### src/rtl/layer_compositor.sv
// Two-stage pixel compositor: priority mux of object layers, overlay and background,
// plus per-frame pairwise layer-overlap accumulation. Optional macro: LAYER_COMPOSITOR_BLEND_EN.
module layer_compositor #(
  parameter int NUM_LAYERS = 4,
  parameter int COLOR_W = 12,
  parameter logic [COLOR_W-1:0] KEY_COLOR = COLOR_W'(12'hF0F)
) (
  input  logic                             clk,
  input  logic                             reset,
  input  logic                             pixel_tick,
  input  logic                             video_on,
  input  logic                             frame_start,
  input  logic [NUM_LAYERS-1:0]            layer_on,
  input  logic [NUM_LAYERS*COLOR_W-1:0]    layer_rgb,
  input  logic [NUM_LAYERS-1:0]            layer_en,
  input  logic [COLOR_W-1:0]               bg_rgb,
  input  logic                             overlay_on,
  input  logic [COLOR_W-1:0]               overlay_rgb,
  input  logic                             overlay_en,
  output logic [COLOR_W-1:0]               rgb,
  output logic [$clog2(NUM_LAYERS+1)-1:0]  top_layer,
  output logic [NUM_LAYERS*(NUM_LAYERS-1)/2-1:0] collision_pairs,
  output logic                             collision_any,
  output logic                             collision_valid
);

  localparam int NPAIR = NUM_LAYERS * (NUM_LAYERS - 1) / 2;
  localparam int TW    = $clog2(NUM_LAYERS + 1);
  localparam int FW    = COLOR_W / 3;

  // Stage 1 registers
  logic [NUM_LAYERS-1:0]         eff_q;
  logic [NUM_LAYERS*COLOR_W-1:0] lrgb_q;
  logic [COLOR_W-1:0]            bg_q;
  logic [COLOR_W-1:0]            ov_rgb_q;
  logic                          ov_q;
  logic                          vid_q;
  logic                          fs_q;

  // Stage 2 / collision registers
  logic [COLOR_W-1:0] rgb_q;
  logic [TW-1:0]      top_q;
  logic [NPAIR-1:0]   acc_q;
  logic [NPAIR-1:0]   pairs_q;
  logic               any_q;
  logic               valid_q;

  logic [NUM_LAYERS-1:0] eff_d;
  logic [NPAIR-1:0]      ovl_d;
  logic [COLOR_W-1:0]    under_rgb;
  logic [TW-1:0]         under_idx;
  logic [COLOR_W-1:0]    ov_color;
  logic [COLOR_W-1:0]    rgb_d;
  logic [TW-1:0]         top_d;

  for (genvar gi = 0; gi < NUM_LAYERS; gi++) begin : g_eff
    assign eff_d[gi] = layer_on[gi] & layer_en[gi] &
                       (layer_rgb[gi*COLOR_W +: COLOR_W] != KEY_COLOR);
  end

  // Pair (i,j), i<j, maps to bit i*N - i*(i+1)/2 + (j-i-1)
  for (genvar gi = 0; gi < NUM_LAYERS - 1; gi++) begin : g_pi
    for (genvar gj = gi + 1; gj < NUM_LAYERS; gj++) begin : g_pj
      localparam int IDX = gi*NUM_LAYERS - gi*(gi+1)/2 + gj - gi - 1;
      assign ovl_d[IDX] = eff_q[gi] & eff_q[gj] & vid_q;
    end
  end

  always_comb begin
    under_rgb = bg_q;
    under_idx = TW'(NUM_LAYERS);
    for (int i = NUM_LAYERS - 1; i >= 0; i--) begin
      if (eff_q[i]) begin
        under_rgb = lrgb_q[i*COLOR_W +: COLOR_W];
        under_idx = TW'(i);
      end
    end
  end

`ifdef LAYER_COMPOSITOR_BLEND_EN
  for (genvar gi = 0; gi < 3; gi++) begin : g_blend
    logic [FW:0] sum;
    assign sum = {1'b0, ov_rgb_q[gi*FW +: FW]} + {1'b0, under_rgb[gi*FW +: FW]};
    assign ov_color[gi*FW +: FW] = sum[FW:1];
  end
`else
  assign ov_color = ov_rgb_q;
`endif

  always_comb begin
    rgb_d = '0;
    top_d = TW'(NUM_LAYERS);
    if (vid_q) begin
      if (ov_q) begin
        rgb_d = ov_color;
      end else begin
        rgb_d = under_rgb;
        top_d = under_idx;
      end
    end
  end

  always_ff @(posedge clk or posedge reset) begin
    if (reset) begin
      eff_q    <= '0;
      lrgb_q   <= '0;
      bg_q     <= '0;
      ov_rgb_q <= '0;
      ov_q     <= 1'b0;
      vid_q    <= 1'b0;
      fs_q     <= 1'b0;
      rgb_q    <= '0;
      top_q    <= TW'(NUM_LAYERS);
    end else if (pixel_tick) begin
      eff_q    <= eff_d;
      lrgb_q   <= layer_rgb;
      bg_q     <= bg_rgb;
      ov_rgb_q <= overlay_rgb;
      ov_q     <= overlay_on & overlay_en;
      vid_q    <= video_on;
      fs_q     <= frame_start;
      rgb_q    <= rgb_d;
      top_q    <= top_d;
    end
  end

  // Frame-start pixel seeds the new frame's accumulator instead of clearing it
  always_ff @(posedge clk or posedge reset) begin
    if (reset) begin
      acc_q   <= '0;
      pairs_q <= '0;
      any_q   <= 1'b0;
      valid_q <= 1'b0;
    end else begin
      valid_q <= 1'b0;
      if (pixel_tick) begin
        if (fs_q) begin
          pairs_q <= acc_q;
          any_q   <= |acc_q;
          valid_q <= 1'b1;
          acc_q   <= ovl_d;
        end else begin
          acc_q <= acc_q | ovl_d;
        end
      end
    end
  end

  assign rgb             = rgb_q;
  assign top_layer       = top_q;
  assign collision_pairs = pairs_q;
  assign collision_any   = any_q;
  assign collision_valid = valid_q;

endmodule

### config.mk
export PLATFORM = sky130hd
export DESIGN_NAME = layer_compositor
export DESIGN_NICKNAME = d
export VERILOG_FILES = /design/src/rtl/layer_compositor.sv
export SDC_FILE = /design/constraint.sdc
export NUM_CORES = 1
export LEC_CHECK = 0
export BUFFER_PORTS_ARGS = -buffer_cell sky130_fd_sc_hd__clkbuf_2
export CORE_MARGIN = 4
export CORE_UTILIZATION = 40
export CTS_CLUSTER_DIAMETER = 150
export DETAILED_ROUTE_END_ITERATION = 8
export PLACE_DENSITY = 0.69
export SYNTH_ARGS = -nofsm -noshare
export SYNTH_HDL_FRONTEND = slang
export SYNTH_SLANG_ARGS = --single-unit
### constraint.sdc
create_clock -name clk -period 4.3 [get_ports clk]
set_input_delay 0.215 -clock clk [delete_from_list [all_inputs] [get_ports clk]]
set_output_delay 0.215 -clock clk [all_outputs]
set_load 0.05 [all_outputs]
==> impl_metrics.json, run 1 <==
{
  "grt_pass1_wl_mm": 18.9,
  "netlist_area_um2": 5020,
  "yosysWarnings": 0,
  "synth_fp_nets": 477,
  "synth-seq-cells": 108,
  "cts_num_sinks": 108,
  "cts_buffers": 9,
  "crit_type": "reg -> reg",
  "via_per_inst": 5.23,
  "synth_edf_count": 0,
  "ys_types": 39,
  "fin_ws_ns": 2.43,
  "route.detailed.drc": 0,
  "skew_ns": 0.00636,
  "drtPass1Iterations": 4,
  "ir_drop_mv": 0.182,
  "grt_overflow": 0,
  "crit_required_ns": 4.59,
  "grt.busiest_layer": "met2",
  "startpoint_type": "flip-flop",
  "path_max_fanout": 32,
  "finalWeightedCongestion": 0.801,
  "die_h_um": 120,
  "root_buffer": "clkbuf_16",
  "post_cts_resized": 0,
  "wl_per_cell_um": 17.5,
  "vias": 3442,
  "dpl_worst_slack_ns": 2.37,
  "portBuffers": 109,
  "powerDensity_nw_per_um2": 431,
  "grt_pass1_vias": 3730,
  "grtUsageMet3": 0.0500,
  "tightest_slew_ns": 1.22,
  "rsz0062_at_grt": "no",
  "status": "completed",
  "layout_common_cells": "clkbuf_2 (108), dfrtp_1 (107), mux2_1 (55), mux2_2 (25), nor2b_1 (18)",
  "final.min_clock_period_ns": 1.87,
  "grt_use_total": 0.166,
  "drive_gt1_frac": 0.351,
  "cts_tree": "built",
  "area_growth_syn_to_layout_pct": 19.0,
  "met2_usage": 0.286,
  "end_kind": "flip-flop",
  "die_w_um": 120,
  "clock_latency_ns": 0.35,
  "met1_usage": 0.208,
  "p_leak_nw": 2.69,
  "layout.nets": 572,
  "final-hold-violation-count": 0,
  "final_common_cell": "clkbuf_2",
  "fin_tns_setup_ns": 0,
  "arrival_ns": 2.16,
  "syn_inst": 390,
  "num_rows": 40,
  "fmax_mhz": 533,
  "fp.coreArea_um2": 12200,
  "drt_iter0_markers": 187,
  "clockBufferDepth": 2,
  "initial_core_util": 0.413,
  "place_hpwl_mm": 8.69,
  "grt_max_degree": 64,
  "postCtsSetupBuffers": 0,
  "antenna_found_initial": 0,
  "ys.flop_type": "dfrtp_1",
  "ys_async_sr_fraction": 1.00,
  "drv_cap": 0,
  "routed_wirelength_mm": 11.5,
  "fin_crit_sh": 0.436,
  "ant_nets": 0,
  "finalSetupViolCount": 0,
  "cts_hold_buf": 0,
  "worstHoldPathType": "in -> async",
  "die_area_um2": 14400,
  "diodes": 0,
  "cts_max_level": 3,
  "ys_seq_area_frac": 0.539,
  "clkSlewWorstSetupHoldPaths_ns": 0.07,
  "io-pin-count": 110,
  "slew_violations": 0,
  "syn_avg_cell_area_um2": 12.9,
  "relSlewSlack": 0.184
}
-- worst max-delay path, stage by stage, from the launching register on --
cell and delay (ns):
dfrtp_1 1.04, nor2_4 0.20, a2111oi_2 0.40, a21o_1 0.17
-- flip-flops by register name (all words and copies together) (netlist names) --
register and flops:
collision_any 1, rgb 12, eff_q 4, ov_q 1, lrgb_q 48, bg_q 12, vid_q 1, collision_valid 1
top_layer 3, collision_pairs 6, fs_q 1, ov_color 12, acc_q 6
-- layout make-up --
class                           count  area (µm²)
Fill cell                        1107        6190
Sequential cell                   108        2700
Multi-Input combinational cell    237        2100
Timing Repair Buffer              111         563
Clock buffer                        9         225
Tap cell                          168         210
Clock inverter                      7        98.8
Inverter                           18        70.1
-- through the flow --
stage / util / power (W) / hold WS (ns) / std cells / cell area, µm²
after CTS: 0.491 / 0.00260 / 0.0324 / 658 / 5970
final: 0.491 / 0.00257 / 0.00257 / 658 / 5970
after detailed placement: 0.464 / 0.00172 / 0.400 / 642 / 5650
after global placement: 0.464 / 0.00170 / 0.392 / 642 / 5650
after global routing: 0.491 / 0.00270 / 0.0610 / 658 / 5970
after floorplan: - / 0.00156 / 0.350 / 390 / 5020
-- path summary, 6_finish.rpt --
path                                       startpoint                       to  slack (ns)  cells past startpoint
worst min-delay path                            reset  ov_color[2]$_DFFE_PP0P_       0.003                      2
worst max-delay path             eff_q[1]$_DFFE_PP0P_      rgb[11]$_DFFE_PP0P_        2.43                      3
worst min register to register  lrgb_q[2]$_DFFE_PP0P_    lrgb_q[2]$_DFFE_PP0P_        0.49                      1
max in group asynchronous                       reset      bg_q[8]$_DFFE_PP0P_        3.20                      3
worst max register to register   eff_q[1]$_DFFE_PP0P_      rgb[11]$_DFFE_PP0P_        2.43                      3
min in group clk                            bg_rgb[2]      bg_q[2]$_DFFE_PP0P_        0.08                      2
-- metal layers --
layer,vias to the layer above,wire length (µm)
li1,1614,-
met1,1732,4910
met2,81,5900
met3,15,554
met4,0,155
met5,-,0
-- power breakdown --
part	switching (W)	internal, W
combinational	0.000279	0.000189
sequential	0.0000950	0.00112
clock	0.000369	0.000513
-- Yosys cell counts, types with 4 or more instances --
cell,number,area (µm²)
o22ai_1,5,31.3
dfrtp_1,107,2680
o211ai_1,4,30.0
nand3_1,8,40.0
mux2i_1,12,120
buf_2,19,95.1
nand4bb_1,4,45.0
nor3b_2,7,87.6
nor2_1,13,48.8
mux2_2,25,282
o32ai_1,10,87.6
inv_1,18,67.6
a21o_1,9,67.6
nand4b_1,8,70.1
a21oi_1,16,80.1
nor3_1,5,25.0
nor2b_1,18,113
a32o_1,6,60.1
mux2_1,55,619
a2111oi_2,9,135
-- cells by family (layout without fill, tap and decap cells) --
family                 Yosys count  count (layout)  share of synthesized area
buffers and inverters           45             145                     0.0429
DFF                            108             108                      0.539
muxes                           92              92                      0.203
AOI/OAI and AO/OA               65              65                      0.107
and+or+nand+nor                 80              80                      0.108
Note: power is estimated with default switching activity, not from simulation.
==> run 2, diff against run 1 <==
--- a/config.mk
+++ b/config.mk
@@ -10,7 +10,7 @@
 export CORE_UTILIZATION = 40
 export CTS_CLUSTER_DIAMETER = 150
 export DETAILED_ROUTE_END_ITERATION = 8
-export PLACE_DENSITY = 0.69
+export PLACE_DENSITY = 0.71
 export SYNTH_ARGS = -nofsm -noshare
 export SYNTH_HDL_FRONTEND = slang
 export SYNTH_SLANG_ARGS = --single-unit
==> constraint.sdc (replaced) <==
create_clock -name clk -period 1.55 [get_ports clk]
set_input_delay 0.0775 -clock clk [delete_from_list [all_inputs] [get_ports clk]]
set_output_delay 0.0775 -clock clk [all_outputs]
set_load 0.05 [all_outputs]
==> impl_metrics.json, run 2 (synthesized netlist as in run 1, its figures left out) <==
{
  "fin_crit_sh": 0.920,
  "die_w_um": 120,
  "fillers": 1029,
  "worstReg2RegStart": "eff_q[3]$_DFFE_PP0P_",
  "clkSlewWorstSetupHoldPaths_ns": 0.07,
  "die_area_um2": 14400,
  "grt_pass1_vias": 3961,
  "crit_type": "reg -> reg",
  "io-pin-count": 110,
  "finalSetupViolCount": 0,
  "worstHoldPathType": "in -> reg",
  "final.min_clock_period_ns": 1.43,
  "wl_per_cell_um": 16.8,
  "finalWeightedCongestion": 0.793,
  "relSlewSlack": 0.613,
  "r2r_end": "rgb[6]$_DFFE_PP0P_",
  "rr_worst_depth": 4,
  "clock_latency_ns": 0.34,
  "final-hold-violation-count": 0,
  "drt_iter0_markers": 233,
  "cts_tree": "built",
  "postCtsSetupBuffers": 0,
  "cts_max_level": 3,
  "powerDensity_nw_per_um2": 1050,
  "fin_worst_hold_slack_ns": 0.0139,
  "p_leak_nw": 3.03,
  "fin_ws_ns": 0.124,
  "layout.nets": 654,
  "utilization": 0.559,
  "area_growth_syn_to_layout_pct": 35.5,
  "grt_max_degree": 109,
  "regMostFlops": "lrgb_q",
  "via_per_inst": 5.10,
  "end_kind": "flip-flop",
  "ant_nets": 0,
  "place_hpwl_mm": 8.57,
  "initial_core_util": 0.413,
  "r2r_slack_ns": 0.12,
  "worstSetupEndpoint": "rgb[6]$_DFFE_PP0P_",
  "fmax_mhz": 701,
  "num_rows": 40,
  "skew_ns": 0.00662,
  "diodes": 0,
  "grt_pass1_wl_mm": 20.1,
  "cts_num_sinks": 108,
  "multi_input_area_um2": 2100,
  "seq_area_um2": 2710,
  "crit_path_start": "eff_q[3]$_DFFE_PP0P_",
  "largest_register_ffs": 48,
  "drive_gt1_frac": 0.310,
  "path_max_fanout": 19,
  "grt_use_total": 0.178,
  "drv_cap": 0,
  "portBuffers": 109,
  "vias": 3769,
  "antenna_found_initial": 0,
  "slew_violations": 0,
  "status": "completed",
  "startpoint_type": "flip-flop",
  "power_w": 0.00713,
  "drtPass1Iterations": 4,
  "root_buffer": "clkbuf_16",
  "routed_wirelength_mm": 12.4,
  "cts_buffers": 9,
  "fp.coreArea_um2": 12200,
  "dpl_worst_slack_ns": 0.122,
  "grt_overflow": 0,
  "tightest_slew_ns": 0.581,
  "die_h_um": 120,
  "rsz0062_at_grt": "no",
  "clockBufferDepth": 2,
  "fin_tns_setup_ns": 0,
  "crit_required_ns": 1.84,
  "layout_common_cells": "clkbuf_2 (108), dfrtp_1 (106), dlygate4sd3_1 (75), mux2_1 (55), mux2_2 (25)",
  "final_common_cell": "clkbuf_2",
  "ir_drop_mv": 0.551,
  "route.detailed.drc": 0,
  "arrival_ns": 1.71
}
==> run 2: critical path: stages, from the launching register on <==
cell and delay, ns:
dfrtp_1 0.40, buf_12 0.18, mux2i_1 0.15, a2111oi_2 0.47, a21o_1 0.18
==> run 2: what timing repair did <==
action | 4_1_cts | 5_1_grt
endpoints found under the hold margin | 179 | 0
setup endpoints to repair | 0 | 1
gates resized for setup | 0 | 1
hold buffers | 75 | 0
==> run 2: worst min path at each step <==
stage | start | to | slack (ns) | cells after the start
2_1_floorplan | bg_rgb[0] | bg_q[0]$_DFFE_PP0P_ | 0.21 | 1
3_3_place_gp | reset | ov_color[2]$_DFFE_PP0P_ | 0.28 | 3
3_5_place_dp | reset | ov_color[1]$_DFFE_PP0P_ | 0.29 | 3
4_1_cts | layer_rgb[12] | lrgb_q[12]$_DFFE_PP0P_ | 0.006 | 2
5_1_grt | layer_rgb[34] | lrgb_q[34]$_DFFE_PP0P_ | 0.01 | 2
6_report | overlay_en | ov_q$_DFFE_PP0P_ | 0.01 | 3
==> run 2: report_power, final <==
group          leakage (nW)  internal [W]  switching, W
Clock                 0.136       0.00125      0.000989
Sequential             1.31       0.00312      0.000205
Combinational          1.58      0.000683      0.000882
==> run 2: area by class of cell <==
type,count,area share
inverters,18,0.0105
clock inverters,4,0.00755
multi-input cells,237,0.309
repair buffers,193,0.210
flip-flops and latches,108,0.398
well taps,168,0.0309
clock buffers,11,0.0342
==> run 2: layer usage <==
layer  global-route usage  routed length [µm]
met1                0.227                5370
met2                0.303                6240
met3               0.0335                 538
met4               0.0608                 291
met5                    0                   0
==> run 2: metrics by stage <==
stage | std cells | area (µm²)
4_1_cts | 739 | 6800
2_1_floorplan | 390 | 5020
5_1_grt | 739 | 6800
3_5_place_dp | 649 | 5760
6_report | 739 | 6800
3_3_place_gp | 649 | 5760
